`config.mk`:
```
export PLATFORM = sky130hd
export DESIGN_NAME = ternary_mvm_engine
export DESIGN_NICKNAME = d
export VERILOG_FILES = /design/src/rtl/ternary_mvm_engine.sv
export SDC_FILE = /design/constraint.sdc
export NUM_CORES = 1
export LEC_CHECK = 0
export ABC_AREA = 1
export CAP_MARGIN = 20
export CORE_MARGIN = 2
export CORE_UTILIZATION = 30
export CTS_BUF_LIST = sky130_fd_sc_hd__clkbuf_2
export CTS_CLUSTER_DIAMETER = 50
export DETAILED_ROUTE_END_ITERATION = 6
export PLACE_DENSITY = 0.5
export SLEW_MARGIN = 15
export SYNTH_ARGS = -nofsm -noshare
export SYNTH_HDL_FRONTEND = slang
export SYNTH_SLANG_ARGS = --single-unit
```
`constraint.sdc`:
```
create_clock -name clk -period 12.75 [get_ports clk]
set_input_delay 1.9125 -clock clk [delete_from_list [all_inputs] [get_ports clk]]
set_output_delay 1.9125 -clock clk [all_outputs]
set_load 0.01 [all_outputs]
```
`src/rtl/ternary_mvm_engine.sv`:
```
// Ternary matrix-vector multiply tile: loads runtime-sized 2-bit weights from a
// command/data stream, accumulates signed vector pairs and drains saturated results.
module ternary_mvm_engine #(
   parameter int IN_LEN    = 16,
   parameter int OUT_LEN   = 8,
   parameter int BIT_WIDTH = 8,
   parameter int ACC_WIDTH = BIT_WIDTH + 1 + $clog2(IN_LEN)
) (
   input  logic                   clk,
   input  logic                   rst_n,
   input  logic [2*BIT_WIDTH-1:0] in_data,
   input  logic                   in_cmd,
   input  logic                   in_valid,
   output logic                   in_ready,
   output logic [BIT_WIDTH-1:0]   out_data,
   output logic                   out_valid,
   input  logic                   out_ready,
   output logic [1:0]             state
);

   localparam int DW   = 2 * BIT_WIDTH;
   localparam int RW   = $clog2(IN_LEN);
   localparam int CW   = (OUT_LEN > 1) ? $clog2(OUT_LEN) : 1;
   localparam int MAXW = (OUT_LEN + BIT_WIDTH - 1) / BIT_WIDTH;
   localparam int WW   = (MAXW > 1) ? $clog2(MAXW) : 1;

   localparam logic signed [ACC_WIDTH-1:0] SAT_HI =
      {{(ACC_WIDTH-BIT_WIDTH+1){1'b0}}, {(BIT_WIDTH-1){1'b1}}};
   localparam logic signed [ACC_WIDTH-1:0] SAT_LO = ~SAT_HI;

   typedef enum logic [1:0] {IDLE = 2'd0, LOAD = 2'd1, MULT = 2'd2, DRAIN = 2'd3} state_t;

   state_t                       state_q, state_d;
   logic [RW-1:0]                rm1_q, rm1_d, row_q, row_d, rowp_q, rowp_d;
   logic [CW-1:0]                cm1_q, cm1_d, col_q, col_d;
   logic [WW-1:0]                word_q, word_d;
   logic [1:0]                   w_q [IN_LEN][OUT_LEN];
   logic [1:0]                   w_d [IN_LEN][OUT_LEN];
   logic signed [ACC_WIDTH-1:0]  acc_q [OUT_LEN];
   logic signed [ACC_WIDTH-1:0]  acc_d [OUT_LEN];
   logic                         out_valid_q, out_valid_d;
   logic [BIT_WIDTH-1:0]         out_data_q, out_data_d;

   logic                         accept, clear_acc;
   logic [3:0]                   opcode, r_fld, c_fld;
   logic [RW-1:0]                r_sat, r1;
   logic [CW-1:0]                c_sat, col_nx;
   logic signed [BIT_WIDTH-1:0]  x0, x1;

   function automatic logic signed [ACC_WIDTH-1:0] term(input logic [1:0] w,
                                                        input logic signed [BIT_WIDTH-1:0] x);
      logic signed [ACC_WIDTH-1:0] ext;
      ext = {{(ACC_WIDTH-BIT_WIDTH){x[BIT_WIDTH-1]}}, x};
      if (w == 2'b01)      return ext;
      else if (w == 2'b11) return -ext;
      else                 return '0;
   endfunction

   function automatic logic [BIT_WIDTH-1:0] sat(input logic signed [ACC_WIDTH-1:0] a);
      if (a > SAT_HI)      return SAT_HI[BIT_WIDTH-1:0];
      else if (a < SAT_LO) return SAT_LO[BIT_WIDTH-1:0];
      else                 return a[BIT_WIDTH-1:0];
   endfunction

   assign in_ready  = (state_q != DRAIN);
   assign out_valid = out_valid_q;
   assign out_data  = out_data_q;
   assign state     = state_q;

   assign accept = in_valid & in_ready;
   assign opcode = in_data[DW-1 -: 4];
   assign r_fld  = in_data[DW-5 -: 4];
   assign c_fld  = in_data[DW-9 -: 4];
   assign r_sat  = (int'(r_fld) > IN_LEN - 1)  ? RW'(IN_LEN - 1)  : RW'(r_fld);
   assign c_sat  = (int'(c_fld) > OUT_LEN - 1) ? CW'(OUT_LEN - 1) : CW'(c_fld);
   assign x0     = in_data[DW-1:BIT_WIDTH];
   assign x1     = in_data[BIT_WIDTH-1:0];
   assign r1     = rowp_q | RW'(1);
   assign col_nx = col_q + CW'(1);

   always_comb begin
      state_d     = state_q;
      rm1_d       = rm1_q;
      cm1_d       = cm1_q;
      row_d       = row_q;
      word_d      = word_q;
      rowp_d      = rowp_q;
      col_d       = col_q;
      w_d         = w_q;
      acc_d       = acc_q;
      out_valid_d = out_valid_q;
      out_data_d  = out_data_q;
      clear_acc   = 1'b0;

      case (state_q)
         IDLE: begin
            if (accept && in_cmd) begin
               if (opcode == 4'hA) begin
                  rm1_d   = r_sat;
                  cm1_d   = c_sat;
                  row_d   = '0;
                  word_d  = '0;
                  state_d = LOAD;
               end else if (opcode == 4'hF) begin
                  rowp_d    = '0;
                  clear_acc = 1'b1;
                  state_d   = MULT;
               end else if (opcode == 4'hC) begin
                  for (int r = 0; r < IN_LEN; r++)
                     for (int c = 0; c < OUT_LEN; c++)
                        w_d[r][c] = 2'b00;
               end
            end
         end
         LOAD: begin
            if (accept && in_cmd) begin
               if (opcode == 4'h0) state_d = IDLE;
            end else if (accept) begin
               for (int c = 0; c < OUT_LEN; c++)
                  if ((c / BIT_WIDTH == int'(word_q)) && (c <= int'(cm1_q)))
                     w_d[row_q][c] = in_data[2*(c%BIT_WIDTH)+1 -: 2];
               if (int'(word_q) == int'(cm1_q) / BIT_WIDTH) begin
                  word_d = '0;
                  if (row_q == rm1_q) begin
                     rowp_d    = '0;
                     clear_acc = 1'b1;
                     state_d   = MULT;
                  end else begin
                     row_d = row_q + RW'(1);
                  end
               end else begin
                  word_d = word_q + WW'(1);
               end
            end
         end
         MULT: begin
            if (accept && in_cmd) begin
               if (opcode == 4'h0) begin
                  clear_acc = 1'b1;
                  state_d   = IDLE;
               end
            end else if (accept) begin
               for (int j = 0; j < OUT_LEN; j++)
                  if (j <= int'(cm1_q))
                     acc_d[j] = acc_q[j] + term(w_q[rowp_q][j], x0)
                                + ((r1 <= rm1_q) ? term(w_q[r1][j], x1) : '0);
               // The first result is registered on the same edge as the last vector word.
               if (r1 >= rm1_q) begin
                  col_d       = '0;
                  out_valid_d = 1'b1;
                  out_data_d  = sat(acc_d[0]);
                  state_d     = DRAIN;
               end else begin
                  rowp_d = rowp_q + RW'(2);
               end
            end
         end
         DRAIN: begin
            if (out_ready) begin
               if (col_q == cm1_q) begin
                  out_valid_d = 1'b0;
                  rowp_d      = '0;
                  clear_acc   = 1'b1;
                  state_d     = MULT;
               end else begin
                  col_d      = col_nx;
                  out_data_d = sat(acc_q[col_nx]);
               end
            end
         end
         default: state_d = IDLE;
      endcase

      if (clear_acc)
         for (int j = 0; j < OUT_LEN; j++)
            acc_d[j] = '0;
   end

   always_ff @(posedge clk or negedge rst_n) begin
      if (!rst_n) begin
         state_q     <= IDLE;
         rm1_q       <= RW'(IN_LEN - 1);
         cm1_q       <= CW'(OUT_LEN - 1);
         row_q       <= '0;
         word_q      <= '0;
         rowp_q      <= '0;
         col_q       <= '0;
         out_valid_q <= 1'b0;
         out_data_q  <= '0;
         for (int r = 0; r < IN_LEN; r++)
            for (int c = 0; c < OUT_LEN; c++)
               w_q[r][c] <= 2'b00;
         for (int j = 0; j < OUT_LEN; j++)
            acc_q[j] <= '0;
      end else begin
         state_q     <= state_d;
         rm1_q       <= rm1_d;
         cm1_q       <= cm1_d;
         row_q       <= row_d;
         word_q      <= word_d;
         rowp_q      <= rowp_d;
         col_q       <= col_d;
         out_valid_q <= out_valid_d;
         out_data_q  <= out_data_d;
         w_q         <= w_d;
         acc_q       <= acc_d;
      end
   end

endmodule

```
==> results.toml <==
[status]
status = "completed"

[critical_path]
arrival_ns = 7.76
rrSetupSlack_ns = 6.09
required_ns = 13.85
slowest_delay_ns = 0.87
crit_type = "reg -> reg"
crit_path_max_fanout = 62
cp-start-kind = "flop"
cp-end-kind = "flop"
crit_start = "rowp_q[1]"
crit_slowest_cell = "dfrtp_4"
reg2reg_from = "rowp_q[1]"
critical_path_buf_inv_count = 4
path_delay_family = "compound AO/OA/AOI/OAI gates"
cp_cell_sequence = "clkinv_2 > buf_4 > a21oi_1 > o21ai_1 > nand2_1 > inv_1 > o21ai_1 > nand2_1 > a21oi_1 > o21ai_0 > fa_1 > inv_1 > ha_1 > fa_1 > a21oi_1 > nor2_1 > o21ai_0 > nand2_1 > nand2_1 > nand2_1 > a21oi_1 > or2_2 > nand3_1 > nand2_1"
crit_path_frequent_cell = "nand2_1"

[timing]
slew_violations = 0
slew_headroom_pct = 16.4
max_freq_mhz = 150
hold_viol_final = 0
setup_violations = 0
fin_crit_sh_pct = 52.2
fin_crit_ns = 6.66
hold_slack_ns = 0.489
worst_pin_slew_ns = 1.25
rsz0062_at_grt = "false"
fin_setup_tns_ns = 0
finalClockSkew_ns = 0.160

[cells_and_area]
fillCellCount = 9818
drive_gt1_share_pct = 8.58
mostFrequentLayoutCell = "nand2_1"
layout_common_cells = "nand2_1 (670), inv_1 (474), o21ai_0 (439), dfrtp_1 (378), nor2_1 (266)"
layout.nets = 3918
synthToLayoutAreaGrowth_pct = 9.51

[routing]
first_iter_violations = 2564
drc = 0
drtAntennaViolNets = 0
vias = 26490
wirelength_um = 107000
vias_per_cell = 5.32
drt-pass1-iter-count = 6
wl_per_cell_um = 21.5

[global_routing]
antenna_found_initial = 4
grt_max_degree = 139
grt_use_total_pct = 22.6
grt_first_pass_wirelength_um = 161000
grt_overflow = 0
grt_pass1_vias = 25697

[synth]
synth_compound_area_share_pct = 21.6
synth.area.top_cells = "dfrtp_1 (35%), nand2_1 (9.1%), o21ai_0 (8.0%)"
syn_area_sq_mm = 0.0275
synth_xor_area_share_pct = 2.29
synth-simple-area-share_pct = 19.1
ys_seq_area_share_pct = 35.3
yosys.area.top_type = "dfrtp_1"
syn_nets = 3872
synth_top_family_by_area = "compound AO/OA/AOI/OAI gates"
yosysWarnings = 0
synth-adder-area-share_pct = 12.1
synth_edf_count = 0
synthMuxAreaShare_pct = 0.0364
synth-seq-cells = 388
synth_top_cell_area_share_pct = 34.6
ys.flop_type = "dfrtp_1"
ys_types = 54
async_flop_share_pct = 100
netlist_instances = 3648
syn_avg_cell_area_sq_um = 7.54

[floorplanning]
die_y_um = 307
coreArea_sq_mm = 0.0912
die_w_um = 307
ios = 33
start_util_pct = 30.2
rows = 111
dieArea_sq_mm = 0.0942

[placed_design]
dpl.hpwl_um = 76400
routabilityCongestion = 0.980
port_buffers = 32

[clock_tree]
ctsResizeCount = 0
cts_tree = "yes"
cts-root-buf = "clkbuf_2"
worstSkewPairLatency_ns = 1.31
clock-sinks = 388
cts_max_path_buffers = 3
cts_buffers = 112
hold_buffers = 0
htree_levels = 3
post_cts_buffers = 0
path_clk_slew_ns = 0.11

[worst_hold_path]
hold_path.class = "reg -> reg"
min_from = "w_q[229]"

[power_and_ir_drop]
irDropWorstVdd_mv = 0.104
p_leak_nw = 14.9
powerDensity_mw_per_mm2 = 322

[job]
maxCapViolations = 0
==> power breakdown <==
group / leakage [nW] / internal, mW / total [mW] / switching, mW
registers: 4.99 / 1.57 / 1.83 / 0.259
clock network: 0.825 / 0.437 / 1.06 / 0.627
logic: 9.06 / 2.26 / 6.81 / 4.55
==> routing by layer <==
metal  up-vias  share of wire [%]  routed length [um]  track usage (%)
li1      12415                  -                   -                -
met1     12801                 44               47300             31.2
met2      1047                 44               47200             35.0
met3       223                8.1                8630             4.38
met4         4                3.7                3990             8.96
met5         -              0.025                  27                0
==> worst min-delay path, cell delays in order, from the launching register on <==
cell and delay, ns:
dfrtp_1 0.35, nand2_1 0.05, nand2_1 0.06
==> per-stage QoR <==
step                utilization (%)  worst slack (ns)  power, mW  std cells  instance area (sq um)
detailed placement             31.8              5.44       8.54       4766                  29000
global placement               31.8              5.52       8.55       4765                  29000
CTS                            33.0              6.19       9.68       4972                  30100
floorplan                         -              7.50       6.65       3648                  27500
finish                         33.0              6.09       9.70       4975                  30100
global route                   33.0              5.72       10.7       4975                  30100
==> cells by family after synthesis <==
logic type | Yosys count
compound gates | 1059
buf+inv | 661
fa+ha+maj | 203
xor+xnor | 72
simple gates | 1264
flops | 388
mux | 1
==> layout make-up <==
type                       count  area, sq um  area share (%)
antenna                        3         7.51          0.0249
clock buffer                 165          826            2.74
clock inverter                41          287           0.951
inverter                     519         1950            6.47
multi-input combinational   2599        15200            50.5
sequential                   388         9730            32.3
tap                         1186         1480            4.92
timing repair buffer          74          651            2.16
==> Yosys cell counts, types with 9 or more instances <==
cell type / count
xor2_1: 43
nand2_2: 15
clkbuf_1: 70
o21ai_0: 439
or2_2: 9
nor2_1: 271
a221oi_1: 31
nor2_2: 12
nand3_1: 217
o21ai_1: 68
buf_4: 14
o211ai_1: 20
fa_1: 104
o22ai_1: 174
ha_1: 99
buf_2: 46
inv_1: 474
nand4_1: 9
nor3_1: 38
inv_2: 36
a31oi_1: 11
a21oi_1: 240
nand2_1: 670
o31ai_1: 29
dfrtp_1: 381
xnor2_1: 29
clkinv_1: 9
o21bai_1: 12
==> final timing paths <==
kind | endpoint | cells past startpoint
max | acc_q[24] | 24
min | w_q[229] | 2
max reg2reg | acc_q[24] | 24
min reg2reg | w_q[229] | 2
max in group asynchronous | w_q[53] | 3
min in group asynchronous | acc_q[88] | 1
==> sequential cells by signal (all words and copies together), names as in the netlist <==
name and count:
w_q 256, acc_q 104, rowp_q 3, out_valid 1
cm1_q 3, row_q 4, col_q 3, state 2
rm1_q 4, out_data 8
Power figures use the tool's default switching activity.
